## config.mk

```make
export PLATFORM = sky130hd
export DESIGN_NAME = paddle_pos_ctrl
export DESIGN_NICKNAME = d
export VERILOG_FILES = /design/src/rtl/paddle_pos_ctrl.sv
export SDC_FILE = /design/constraint.sdc
export NUM_CORES = 1
export LEC_CHECK = 0
export BUFFER_PORTS_ARGS = -buffer_cell sky130_fd_sc_hd__buf_2
export CELL_PAD_IN_SITES_DETAIL_PLACEMENT = 2
export CELL_PAD_IN_SITES_GLOBAL_PLACEMENT = 2
export CORE_MARGIN = 2
export CORE_UTILIZATION = 32
export DETAILED_ROUTE_END_ITERATION = 8
export PLACE_DENSITY = 0.82
export SYNTH_ARGS = -nofsm -noshare
export SYNTH_HDL_FRONTEND = slang
export SYNTH_SLANG_ARGS = --single-unit
```

## constraint.sdc

```tcl
create_clock -name clk -period 4.8 [get_ports clk]
set_clock_uncertainty 0.2 [all_clocks]
set_input_delay 0.72 -clock clk [delete_from_list [all_inputs] [get_ports clk]]
set_output_delay 0.72 -clock clk [all_outputs]
set_load 0.005 [all_outputs]
```

## src/rtl/paddle_pos_ctrl.sv

```systemverilog
// ---------------------------------------------------------------------------
// paddle_pos_ctrl
//
// Turns one player's controls into the 8-bit paddle vertical position that
// feeds the paddle video stage (paddle1_vpos / paddle2_vpos). One instance is
// used per player. The position only moves on frame_tick, at vblank start, so
// it stays constant while the video stage compares it against the vertical
// count during the visible frame.
//
// Two control modes:
//   mode = 0 : digital up/down buttons. The step per frame starts at STEP_MIN
//              and grows by one every RAMP_FRAMES held frames, up to STEP_MAX.
//   mode = 1 : analog stick. The target is POS_CENTER + analog/2. The paddle
//              moves toward the target by at most STEP_MAX per frame.
//
// Optional build macro:
//   PADDLE_ATTRACT_EN - adds the active-low _attract input. While it is low,
//                       the controls are ignored and the paddle bounces
//                       between POS_MIN and POS_MAX, moving STEP_MIN per
//                       frame. Undefined by default, which leaves out both
//                       the port and the sweep logic.
//
// Ports:
//   clk         in   system clock
//   reset       in   synchronous, active-high; has priority over frame_tick
//   frame_tick  in   one-cycle pulse at vblank start; the only update strobe
//   mode        in   0 = digital buttons, 1 = analog stick
//   btn_up      in   digital up (decreases vpos)
//   btn_down    in   digital down (increases vpos)
//   analog[7:0] in   signed stick value, -128..127
//   _attract    in   (PADDLE_ATTRACT_EN only) active-low attract sweep
//   vpos[7:0]   out  registered paddle position, always in [POS_MIN, POS_MAX]
//   moving      out  1 when the last frame_tick changed vpos
//   at_limit    out  1 when vpos is at POS_MIN or POS_MAX
//
// Digital FSM states:
//   state    | meaning
//   ---------+-------------------------------------------------------------
//   ST_IDLE  | no direction held (or analog/attract active); the next
//            | press moves STEP_MIN
//   ST_MOVE  | a direction is held; step ramps while the same direction
//            | stays held
// ---------------------------------------------------------------------------
module paddle_pos_ctrl #(
    parameter logic [7:0] POS_MIN     = 8'd16,
    parameter logic [7:0] POS_MAX     = 8'd224,
    parameter logic [2:0] STEP_MIN    = 3'd1,
    parameter logic [2:0] STEP_MAX    = 3'd6,
    parameter int         RAMP_FRAMES = 4
) (
    input  logic       clk,
    input  logic       reset,
    input  logic       frame_tick,
    input  logic       mode,
    input  logic       btn_up,
    input  logic       btn_down,
    input  logic [7:0] analog,
`ifdef PADDLE_ATTRACT_EN
    input  logic       _attract,
`endif
    output logic [7:0] vpos,
    output logic       moving,
    output logic       at_limit
);

    localparam logic [8:0] CENTER_SUM = {1'b0, POS_MIN} + {1'b0, POS_MAX};
    localparam logic [7:0] POS_CENTER = CENTER_SUM[8:1];

    // All position arithmetic is carried in 10-bit signed so that an
    // overshoot past either limit is visible before clamping.
    localparam logic signed [9:0] MIN_S    = $signed({2'b00, POS_MIN});
    localparam logic signed [9:0] MAX_S    = $signed({2'b00, POS_MAX});
    localparam logic signed [9:0] CENTER_S = $signed({2'b00, POS_CENTER});
    localparam logic signed [9:0] SMAX_S   = $signed({7'b000_0000, STEP_MAX});
    localparam logic signed [9:0] SMIN_S   = $signed({7'b000_0000, STEP_MIN});

    localparam int RAMP_W = (RAMP_FRAMES > 1) ? $clog2(RAMP_FRAMES) : 1;
    localparam logic [RAMP_W-1:0] RAMP_LAST = RAMP_W'(RAMP_FRAMES - 1);

    typedef enum logic {
        ST_IDLE = 1'b0,
        ST_MOVE = 1'b1
    } state_t;

    // ------------------------------------------------------------------
    // State registers
    // ------------------------------------------------------------------
    state_t                   state_q,    state_d;
    logic        [2:0]        step_q,     step_d;
    logic        [RAMP_W-1:0] ramp_cnt_q, ramp_cnt_d;
    logic signed [1:0]        last_dir_q, last_dir_d;
    logic                     mode_q,     mode_d;
    logic        [7:0]        vpos_q,     vpos_d;
    logic                     moving_q,   moving_d;
    logic                     at_limit_q, at_limit_d;
`ifdef PADDLE_ATTRACT_EN
    // Sweep direction during attract: 0 = downward (vpos increasing).
    logic                     sweep_up_q, sweep_up_d;
`endif

    // ------------------------------------------------------------------
    // Combinational helpers
    // ------------------------------------------------------------------
    logic signed [1:0] dir;
    state_t            state_eff;
    logic signed [9:0] cur_s;
    logic signed [9:0] step_s;
    logic signed [7:0] half_s;
    logic signed [9:0] analog_ext;
    logic        [7:0] target;
    logic signed [9:0] target_s;
    logic signed [9:0] diff_s;
    logic signed [9:0] sum_s;

    function automatic logic [7:0] clamp_pos(input logic signed [9:0] v);
        if (v < MIN_S) begin
            return POS_MIN;
        end else if (v > MAX_S) begin
            return POS_MAX;
        end else begin
            return v[7:0];
        end
    endfunction

    always_comb begin
        state_d    = state_q;
        step_d     = step_q;
        ramp_cnt_d = ramp_cnt_q;
        last_dir_d = last_dir_q;
        mode_d     = mode_q;
        vpos_d     = vpos_q;
        moving_d   = moving_q;
        at_limit_d = at_limit_q;
`ifdef PADDLE_ATTRACT_EN
        sweep_up_d = sweep_up_q;
`endif

        // Both buttons cancel each other out, like neither.
        dir = 2'sd0;
        if (btn_up && !btn_down) begin
            dir = -2'sd1;
        end else if (btn_down && !btn_up) begin
            dir = 2'sd1;
        end

        // A mode change since the previous tick restarts the digital ramp.
        state_eff = (mode != mode_q) ? ST_IDLE : state_q;

        cur_s  = $signed({2'b00, vpos_q});
        step_s = $signed({7'b000_0000, step_q});

        half_s     = $signed(analog) >>> 1;
        analog_ext = {{2{half_s[7]}}, half_s};
        target     = clamp_pos(CENTER_S + analog_ext);
        target_s   = $signed({2'b00, target});
        diff_s     = target_s - cur_s;

        sum_s = cur_s;

        if (frame_tick) begin
            mode_d = mode;
`ifdef PADDLE_ATTRACT_EN
            // Outside attract the sweep always starts downward next time.
            sweep_up_d = 1'b0;
            if (!_attract) begin
                state_d    = ST_IDLE;
                step_d     = STEP_MIN;
                ramp_cnt_d = '0;
                // Bounce: reverse before stepping past a limit.
                if (!sweep_up_q && vpos_q >= POS_MAX) begin
                    sweep_up_d = 1'b1;
                end else if (sweep_up_q && vpos_q <= POS_MIN) begin
                    sweep_up_d = 1'b0;
                end else begin
                    sweep_up_d = sweep_up_q;
                end
                sum_s = sweep_up_d ? (cur_s - SMIN_S) : (cur_s + SMIN_S);
            end else
`endif
            if (mode) begin
                state_d    = ST_IDLE;
                step_d     = STEP_MIN;
                ramp_cnt_d = '0;
                if (diff_s > SMAX_S) begin
                    sum_s = cur_s + SMAX_S;
                end else if (diff_s < -SMAX_S) begin
                    sum_s = cur_s - SMAX_S;
                end else begin
                    sum_s = target_s;
                end
            end else if (dir == 2'sd0) begin
                state_d    = ST_IDLE;
                step_d     = STEP_MIN;
                ramp_cnt_d = '0;
            end else if (state_eff == ST_IDLE || dir != last_dir_q) begin
                // Fresh press or reversal: always the smallest step.
                state_d    = ST_MOVE;
                step_d     = STEP_MIN;
                ramp_cnt_d = '0;
                last_dir_d = dir;
                sum_s      = (dir == 2'sd1) ? (cur_s + SMIN_S) : (cur_s - SMIN_S);
            end else begin
                // Held direction: move by the current step, then ramp.
                state_d = ST_MOVE;
                sum_s   = (dir == 2'sd1) ? (cur_s + step_s) : (cur_s - step_s);
                if (ramp_cnt_q == RAMP_LAST) begin
                    ramp_cnt_d = '0;
                    step_d     = (step_q >= STEP_MAX) ? STEP_MAX : (step_q + 3'd1);
                end else begin
                    ramp_cnt_d = ramp_cnt_q + RAMP_W'(1);
                end
            end

            vpos_d     = clamp_pos(sum_s);
            moving_d   = (vpos_d != vpos_q);
            at_limit_d = (vpos_d == POS_MIN) || (vpos_d == POS_MAX);
        end
    end

    always_ff @(posedge clk) begin
        if (reset) begin
            state_q    <= ST_IDLE;
            step_q     <= STEP_MIN;
            ramp_cnt_q <= '0;
            last_dir_q <= 2'sd0;
            mode_q     <= 1'b0;
            vpos_q     <= POS_CENTER;
            moving_q   <= 1'b0;
            at_limit_q <= 1'b0;
`ifdef PADDLE_ATTRACT_EN
            sweep_up_q <= 1'b0;
`endif
        end else begin
            state_q    <= state_d;
            step_q     <= step_d;
            ramp_cnt_q <= ramp_cnt_d;
            last_dir_q <= last_dir_d;
            mode_q     <= mode_d;
            vpos_q     <= vpos_d;
            moving_q   <= moving_d;
            at_limit_q <= at_limit_d;
`ifdef PADDLE_ATTRACT_EN
            sweep_up_q <= sweep_up_d;
`endif
        end
    end

    assign vpos     = vpos_q;
    assign moving   = moving_q;
    assign at_limit = at_limit_q;

endmodule

```

==> summary.md, run 1 <==
| Metric | Value |
|---|---|
| DR WL/cell | `29.88 um` |
| Reg power frac | `0.112` |
| Combinational fraction of design power | `0.812` |
| EDFF count, synth | `0` |
| Die Ht | `101.2 um` |
| Critical-path maximum fanout | `4` |
| Final setup vio count | `7` |
| Commonest non-fill, non-tap cell in the layout | `buf_4` |
| Synth Flop Type | `dfxtp_1` |
| # diodes | `0` |
| Post-DP HPWL | `between 10 and 15 mm` |
| Unrepaired setup endpoints after global routing | `yes` |
| Starting Density | `0.3287` |
| Routed Antenna Nets | `0` |
| Max Fclk | `slightly below 0.2 GHz` |
| Pre-antenna DRT Iters | `5` |
| Drt initial violations | `roughly 220` |
| DRC | `0` |
| Synth Register Bits | `19` |
| Worst-path clk slew | `around 90 ps` |
| Fin nets | `approximately 580` |
| Crit. End Element | `flop` |
| Hold path cells | `2` |
| Vias | `4181` |
| CP Data Arrival Time | `5090 ps` |
| Outcome | `finished, violations left` |
| Minimum clock period | `between 5000 and 6000 ps` |
| Failing checks | `negative setup slack` |
| Area grow syn2layout | `57.95%` |
| Vias per inst | `roughly 6.5` |
| Final worst setup slack | `-307.7 ps` |
| Final Max Slew Viols | `0` |
| Hold crit path type | `flop to flop` |
| Power Density | `341.6 mW/mm2` |
| Synth top area share | `0.1258` |
| TritonCTS clock tree | `done` |
| Internal cell power | `790.0 uW` |
| First-pass GRT wire length | `25.75 mm` |
| Filler cells | `slightly below 1000` |
| Syn Nets | `about 460` |
| IO Port Bufs | `22` |
| Leakage power | `0.002005 uW` |
| Initial antenna violation count | `0` |
| Root buf cell | `clkbuf_8` |
| Final Hold Viols | `0` |
| Grt ovf | `0` |
| Synth area leader | `dfxtp_1` |
| Clk sinks | `19` |
| I/O pins | `24` |
| Max-cap violations | `0` |
| Sw Share | `0.5156` |
| Num CTS Buffers | `3` |
| Longest Clk Path Bufs | `2` |
| Mapped Area | `0.003023 mm2` |
| Commonest cells after routing, fill and taps aside | `buf_4, nor2_1, a21oi_1` |
| Worst Hold Slack | `~300 ps` |
| Max-slew headroom | `0.4984` |
| FP Rows | `35` |
| Largest net degree at the start of global routing | `21` |
| Placer Congestion | `between 0.8 and 0.9` |
| Die area | `slightly above 0.01 mm2` |
| Critical Path Source Type | `input port` |
| Async set-reset flop share out of synthesis | `0` |
| Register area share after synthesis | `0.1258` |
| Synth Warn # | `0` |
| Post-CTS Hold Buffers | `0` |
| Worst-margin pin slew | `between 700 and 800 ps` |
| Core Area | `around 0.0092 mm2` |
| Crit path top cell by count | `buf_4` |
| Vias in the first global route | `roughly 4500` |
| Critical Setup Path Class | `input port to flop` |
| WL final | `roughly 19 mm` |
| Reg2Reg Depth | `16` |
| Critical Path, Cell by Cell | `buf_2 -> nor3_4 -> nand4b_1 -> buf_6 -> and2_4 -> ha_4 -> nand3_4 -> buf_4 -> o211ai_4 -> xor2_4 -> buf_4 -> and4b_2 -> buf_4 -> a211oi_4 -> nor4_4 -> a31oi_2 -> or4b_4 -> a211o_1 -> buf_4 -> o31ai_4` |
| H-Tree Depth | `1` |
| Share of layout cells above drive strength 1 | `0.4457` |
| Final instance area | `around 0.0048 mm2` |
| Clock Power Share | `0.076` |
| Placed Cells | `a little over 600` |
| Worst-skew pair later-pin latency | `approximately 270 ps` |
| Final worst-path cycle share | `1.064` |
| Non-filler cells in the finished layout | `approximately 650` |
| Syn Area/Cell | `~7.3 um2` |
| Die Wd | `101.2 um` |
| Placed instance area | `0.003831 mm2` |
| Slowest stage delay, CP | `530 ps` |
| GRT Overall Usage | `0.3250` |
| CP max-delay cell | `or4b_4` |
| Largest cells by area after synthesis | `dfxtp_1, ha_1, a21oi_1` |
| Psw | `approximately 840 uW` |
| Library cells used by synthesis | `between 70 and 80` |
| Req. time, crit path | `roughly 4800 ps` |
| Worst VDD drop | `roughly 0.19 mV` |
| Syn Inst Count | `414` |
-- sequential cells by signal (all words and copies together), names as in the netlist --
register    count
vpos            8
step_q          3
last_dir_q      2
ramp_cnt_q      2
at_limit        1
mode_q          1
moving          1
state_q         1
-- path summary, 6_finish.rpt --
check | from | endpoint | slack (ps)
worst min register to register | at_limit$_SDFFE_PP0P_ | at_limit$_SDFFE_PP0P_ | 300
worst max register to register | vpos[4]$_SDFFE_PP1P_ | vpos[3]$_SDFFE_PP1P_ | 150
worst min-delay path | at_limit$_SDFFE_PP0P_ | at_limit$_SDFFE_PP0P_ | 300
worst max-delay path | analog[6] | vpos[3]$_SDFFE_PP1P_ | -310
-- cells by family after synthesis --
family,Yosys count,share of synthesized area
buf+inv,47,0.06209
simple gates,157,0.2765
fa+ha+maj,29,0.1275
flops,19,0.1258
xor+xnor,26,0.07533
mux,10,0.03435
compound gates,126,0.2984
-- what timing repair did --
| item | 4_1_cts | 5_1_grt |
|---|---|---|
| pin swaps | 27 | 37 |
| buffers inserted | 20 | 14 |
| hold endpoints to repair | 0 | 0 |
| setup endpoints to repair | 8 | 7 |
| gates resized for setup | 62 | 65 |
-- Yosys cell counts, drive strengths merged, types with 6 or more instances --
cell and number:
nor2 45, a21oi 36, nand2 29, ha 26, inv 25, xnor2 20
dfxtp 19, nand3 17, nor3 15, clkbuf 13, o21ai 13, a211oi 12
nor4 11, a31oi 10, nand2b 8, buf 7, mux2i 7, nand4 6
o31ai 6, xor2 6
-- power groups by stage --
stage / combinational [uW] / clock [uW] / sequential [uW]
after floorplan: 502 / 0 / 188
after global placement: 797 / 0 / 183
after detailed placement: 870 / 0 / 184
after CTS: 1030 / 125 / 181
after global routing: 1370 / 131 / 184
final: 1320 / 123 / 183
-- per-layer routing --
metal	part of all wire	wire, um	track usage	up-vias
li1	-	-	-	1778
met1	0.39	7447	0.3892	2084
met2	0.49	9498	0.5996	209
met3	0.049	941	0.02346	110
met4	0.072	1386	0.1299	0
met5	0	0	0	-
-- metrics by stage --
stage | TNS, ps | setup slack, ps | util | total power (uW)
3_3_place_gp | -2760 | -478.3 | 0.4166 | 979.8
6_report | -1422 | -307.7 | 0.5192 | 1631
4_1_cts | -0.8926 | -0.8926 | 0.4707 | 1339
5_1_grt | -2260 | -398.1 | 0.5192 | 1690
3_5_place_dp | -5709 | -892.2 | 0.4166 | 1054
2_1_floorplan | 0 | 2.424 | - | 689.9
-- cell type report --
class | count | area, um2 | share of cell area
clock inverter | 1 | 7.507 | 0.001572
inverter | 27 | 111.4 | 0.02332
tap | 111 | 138.9 | 0.02909
multi-input combinational | 348 | 3055 | 0.6399
sequential | 19 | 380.4 | 0.07966
clock buffer | 3 | 41.29 | 0.008648
timing repair buffer | 136 | 1040 | 0.2178
-- worst max-delay path, delay by kind of cell --
kind | cells | cell delay [ps]
simple gates | 7 | 1580
fa+ha+maj | 1 | 300
xor+xnor | 1 | 210
buf+inv | 6 | 960
compound gates | 5 | 1320
No activity file was read; power rests on OpenSTA's default activity.
==> run 2: changes to the inputs <==
--- a/config.mk
+++ b/config.mk
@@ -5,11 +5,12 @@
 export SDC_FILE = /design/constraint.sdc
 export NUM_CORES = 1
 export LEC_CHECK = 0
-export BUFFER_PORTS_ARGS = -buffer_cell sky130_fd_sc_hd__buf_2
+export ABC_AREA = 1
+export BUFFER_PORTS_ARGS = -buffer_cell sky130_fd_sc_hd__buf_4
 export CELL_PAD_IN_SITES_DETAIL_PLACEMENT = 2
 export CELL_PAD_IN_SITES_GLOBAL_PLACEMENT = 2
 export CORE_MARGIN = 2
-export CORE_UTILIZATION = 32
+export CORE_UTILIZATION = 29
 export DETAILED_ROUTE_END_ITERATION = 8
 export PLACE_DENSITY = 0.82
 export SYNTH_ARGS = -nofsm -noshare
==> summary.md, run 2 <==
| Metric | Value |
|---|---|
| Clk sinks | `19` |
| Critical-path maximum fanout | `8` |
| Drt initial violations | `roughly 340` |
| Share of layout cells above drive strength 1 | `0.3762` |
| Root buf cell | `clkbuf_8` |
| Delay-heaviest family, CP | `simple AND/OR/NAND/NOR gates` |
| Final Total Pwr | `approximately 1400 uW` |
| Vias in the first global route | `4496` |
| Worst VDD drop | `around 0.15 mV` |
| Area grow syn2layout | `48.23%` |
| FF-to-FF Start | `vpos[1]$_SDFFE_PP0P_` |
| Leakage power | `around 0.0023 uW` |
| Slowest stage delay, CP | `460 ps` |
| Vias per inst | `5.831` |
| Unrepaired setup endpoints after global routing | `yes` |
| Commonest non-fill, non-tap cell in the layout | `nand2_1` |
| Final Hold Viols | `0` |
| Req. time, crit path | `a little under 5000 ps` |
| Commonest cells after routing, fill and taps aside | `nand2_1, buf_4, inv_1` |
| Num CTS Buffers | `3` |
| Power Density | `between 300 and 400 mW/mm2` |
| IO Port Bufs | `22` |
| Worst setup path endpoint | `at_limit$_SDFFE_PP0P_` |
| Post-synthesis simple-gate area fraction | `0.4274` |
| Largest net degree at the start of global routing | `18` |
| Worst-skew pair later-pin latency | `around 300 ps` |
| Number of flip-flops in the largest register | `8` |
| Crit path from | `analog[6]` |
| Final worst-path cycle share | `1.053` |
| Critical path buffer and inverter count | `5` |
| # diodes | `0` |
| WL final | `about 21 mm` |
| Internal reg-to-reg setup slack | `-60 ps` |
| Final setup vio count | `5` |
| Final worst setup slack | `-255.7 ps` |
| H-Tree Depth | `1` |
| Critical Path Source Type | `input port` |
| Max Fclk | `0.1978 GHz` |
| Crit. End Element | `flop` |
| Grt ovf | `0` |
| Top cells by count, synth | `nand2_1, inv_1, nand3_1` |
| Multiplexer share of the synthesized area | `0` |
| Crit path top cell by count | `nand2_2` |
| Max-slew headroom | `0.4800` |
| Synth Register Bits | `19` |
| Vias | `4420` |
| Async set-reset flop share out of synthesis | `0` |
| Most common cell in the netlist | `nand2_1` |
| DRC | `0` |
| TritonCTS clock tree | `done` |
| Routed Antenna Nets | `0` |
| Filler cells | `approximately 1200` |
| Die Wd | `between 100 and 150 um` |
| Failing checks | `negative setup slack` |
| Die area | `between 0.01 and 0.015 mm2` |
| Final Max Slew Viols | `0` |
| CP Data Arrival Time | `a little over 5000 ps` |
| Global Route met1 Usage | `0.3085` |
| FP Rows | `37` |
| Core Area | `roughly 0.010 mm2` |
| Placed instance area | `~0.0037 mm2` |
| GRT Overall Usage | `0.2679` |
| Outcome | `finished, violations left` |
| Synth Warn # | `0` |
| Register area | `between 300 and 400 um2` |
| Starting Density | `0.2992` |
| Max-cap violations | `0` |
| Largest cells by area after synthesis | `nand2_1, dfxtp_1, ha_1` |
| Die Ht | `about 110 um` |
| First-pass GRT wire length | `between 20 and 25 mm` |
| Worst-margin pin slew | `~780 ps` |
| Post-DP HPWL | `around 11 mm` |
| I/O pins | `24` |
| CP max-delay cell | `fa_2` |
| Syn Nets | `between 500 and 600` |
| Register area share after synthesis | `0.1226` |
| Syn Inst Count | `533` |
| Hold crit path type | `flop to flop` |
| CP Depth | `30` |
| Post-CTS Hold Buffers | `0` |
| Minimum clock period | `around 5100 ps` |
| DR WL/cell | `between 20 and 30 um` |
| Adder-cell share of the synthesized area | `0.1242` |
| Longest Clk Path Bufs | `2` |
| Gr busiest metal | `met2` |
| Fin nets | `~670` |
| Largest family of logic cells by synthesized area | `simple AND/OR/NAND/NOR gates` |
| Complex-gate fraction of the synthesized area | `0.1585` |
| Met2 usage in global routing | `0.5090` |
| Synth area leader | `nand2_1` |
| Reg2Reg Depth | `25` |
| Syn Area/Cell | `approximately 5.8 um2` |
| Pre-antenna DRT Iters | `5` |
| Area of the multi-input gates | `approximately 0.0028 mm2` |
| Mapped Area | `0.003103 mm2` |
| Library cells used by synthesis | `39` |
| Worst-path clk slew | `80 ps` |
| Initial antenna violation count | `0` |
| Placer Congestion | `a little under 0.9` |
| EDFF count, synth | `0` |
| Synth Flop Type | `dfxtp_1` |
| Synth top area share | `0.1742` |
| Reg-to-reg endpoint | `at_limit$_SDFFE_PP0P_` |
| Critical Setup Path Class | `input port to flop` |
| Post-Synth XOR/XNOR Area | `0.03952` |
| Final instance area | `0.004599 mm2` |
| GR Layer Usage met3 | `0.03390` |
-- run 2: changes by cell type after synthesis, sizes merged, moves of 11 or more --
cell | before | now
nor4 | 11 | 0
inv | 25 | 83
nand3 | 17 | 65
nand2 | 29 | 158
xnor2 | 20 | 4
o21ai | 13 | 31
-- run 2: layout make-up --
class | instances | share of cell area
clock inverter | 1 | 0.001088
tap | 136 | 0.03700
sequential | 19 | 0.08270
multi-input combinational | 414 | 0.6151
clock buffer | 3 | 0.008977
inverter | 87 | 0.07590
timing repair buffer | 98 | 0.1793
-- run 2: worst min-delay path by stage --
stage / from / end / slack, ps / cells past startpoint
global placement: at_limit$_SDFFE_PP0P_ / at_limit$_SDFFE_PP0P_ / 260 / 2
finish: at_limit$_SDFFE_PP0P_ / at_limit$_SDFFE_PP0P_ / 310 / 2
CTS: at_limit$_SDFFE_PP0P_ / at_limit$_SDFFE_PP0P_ / 280 / 2
floorplan: state_q$_SDFFE_PP0P_ / state_q$_SDFFE_PP0P_ / 240 / 2
detailed placement: ramp_cnt_q[1]$_SDFFE_PP0P_ / ramp_cnt_q[1]$_SDFFE_PP0P_ / 260 / 2
global route: at_limit$_SDFFE_PP0P_ / at_limit$_SDFFE_PP0P_ / 330 / 2
-- run 2: metal layers --
layer | share of wire | up-vias
met5 | 0 | -
met4 | 0.075 | 0
met3 | 0.041 | 109
met2 | 0.50 | 209
met1 | 0.38 | 2200
li1 | - | 1902
-- run 2: where the power goes --
| part | internal [uW] | total (uW) | switching, uW |
|---|---|---|---|
| clock network | 58.6 | 133 | 74.8 |
| registers | 170 | 199 | 28.5 |
| logic | 406 | 1100 | 697 |
-- run 2: worst min-delay path: cells and delay by family (launching register included) --
| family | cells | cell delay, ps |
|---|---|---|
| AO/OA/AOI/OAI | 1 | 50 |
| flip-flops | 1 | 330 |
| AND/OR/NAND/NOR | 1 | 90 |
-- run 2: timing repair --
action                     CTS  global route
pin swaps                    3            56
cloned                       0             1
setup endpoints to repair    3             9
resized for setup            5           130
buffers inserted            19            18
-- run 2: cell families (layout without fill, tap and decap cells) --
group	count (synthesis)	after routing
flops	19	19
fa+ha+maj	29	29
buf+inv	100	189
simple gates	288	288
compound gates	83	83
xor+xnor	14	14
-- run 2: per-stage QoR --
| step | instances | worst slack, ps | hold slack, ps | utilization | TNS [ps] |
|---|---|---|---|---|---|
| global route | 758 | -498.1 | 330.3 | 0.4435 | -2498 |
| floorplan | 533 | 622.9 | 241.5 | - | 0 |
| detailed placement | 717 | -445.9 | 262.8 | 0.3557 | -1931 |
| finish | 758 | -255.7 | 314.1 | 0.4435 | -792.9 |
| global placement | 717 | -69.33 | 256.9 | 0.3557 | -69.33 |
| CTS | 740 | 18.17 | 283.4 | 0.3775 | 0 |
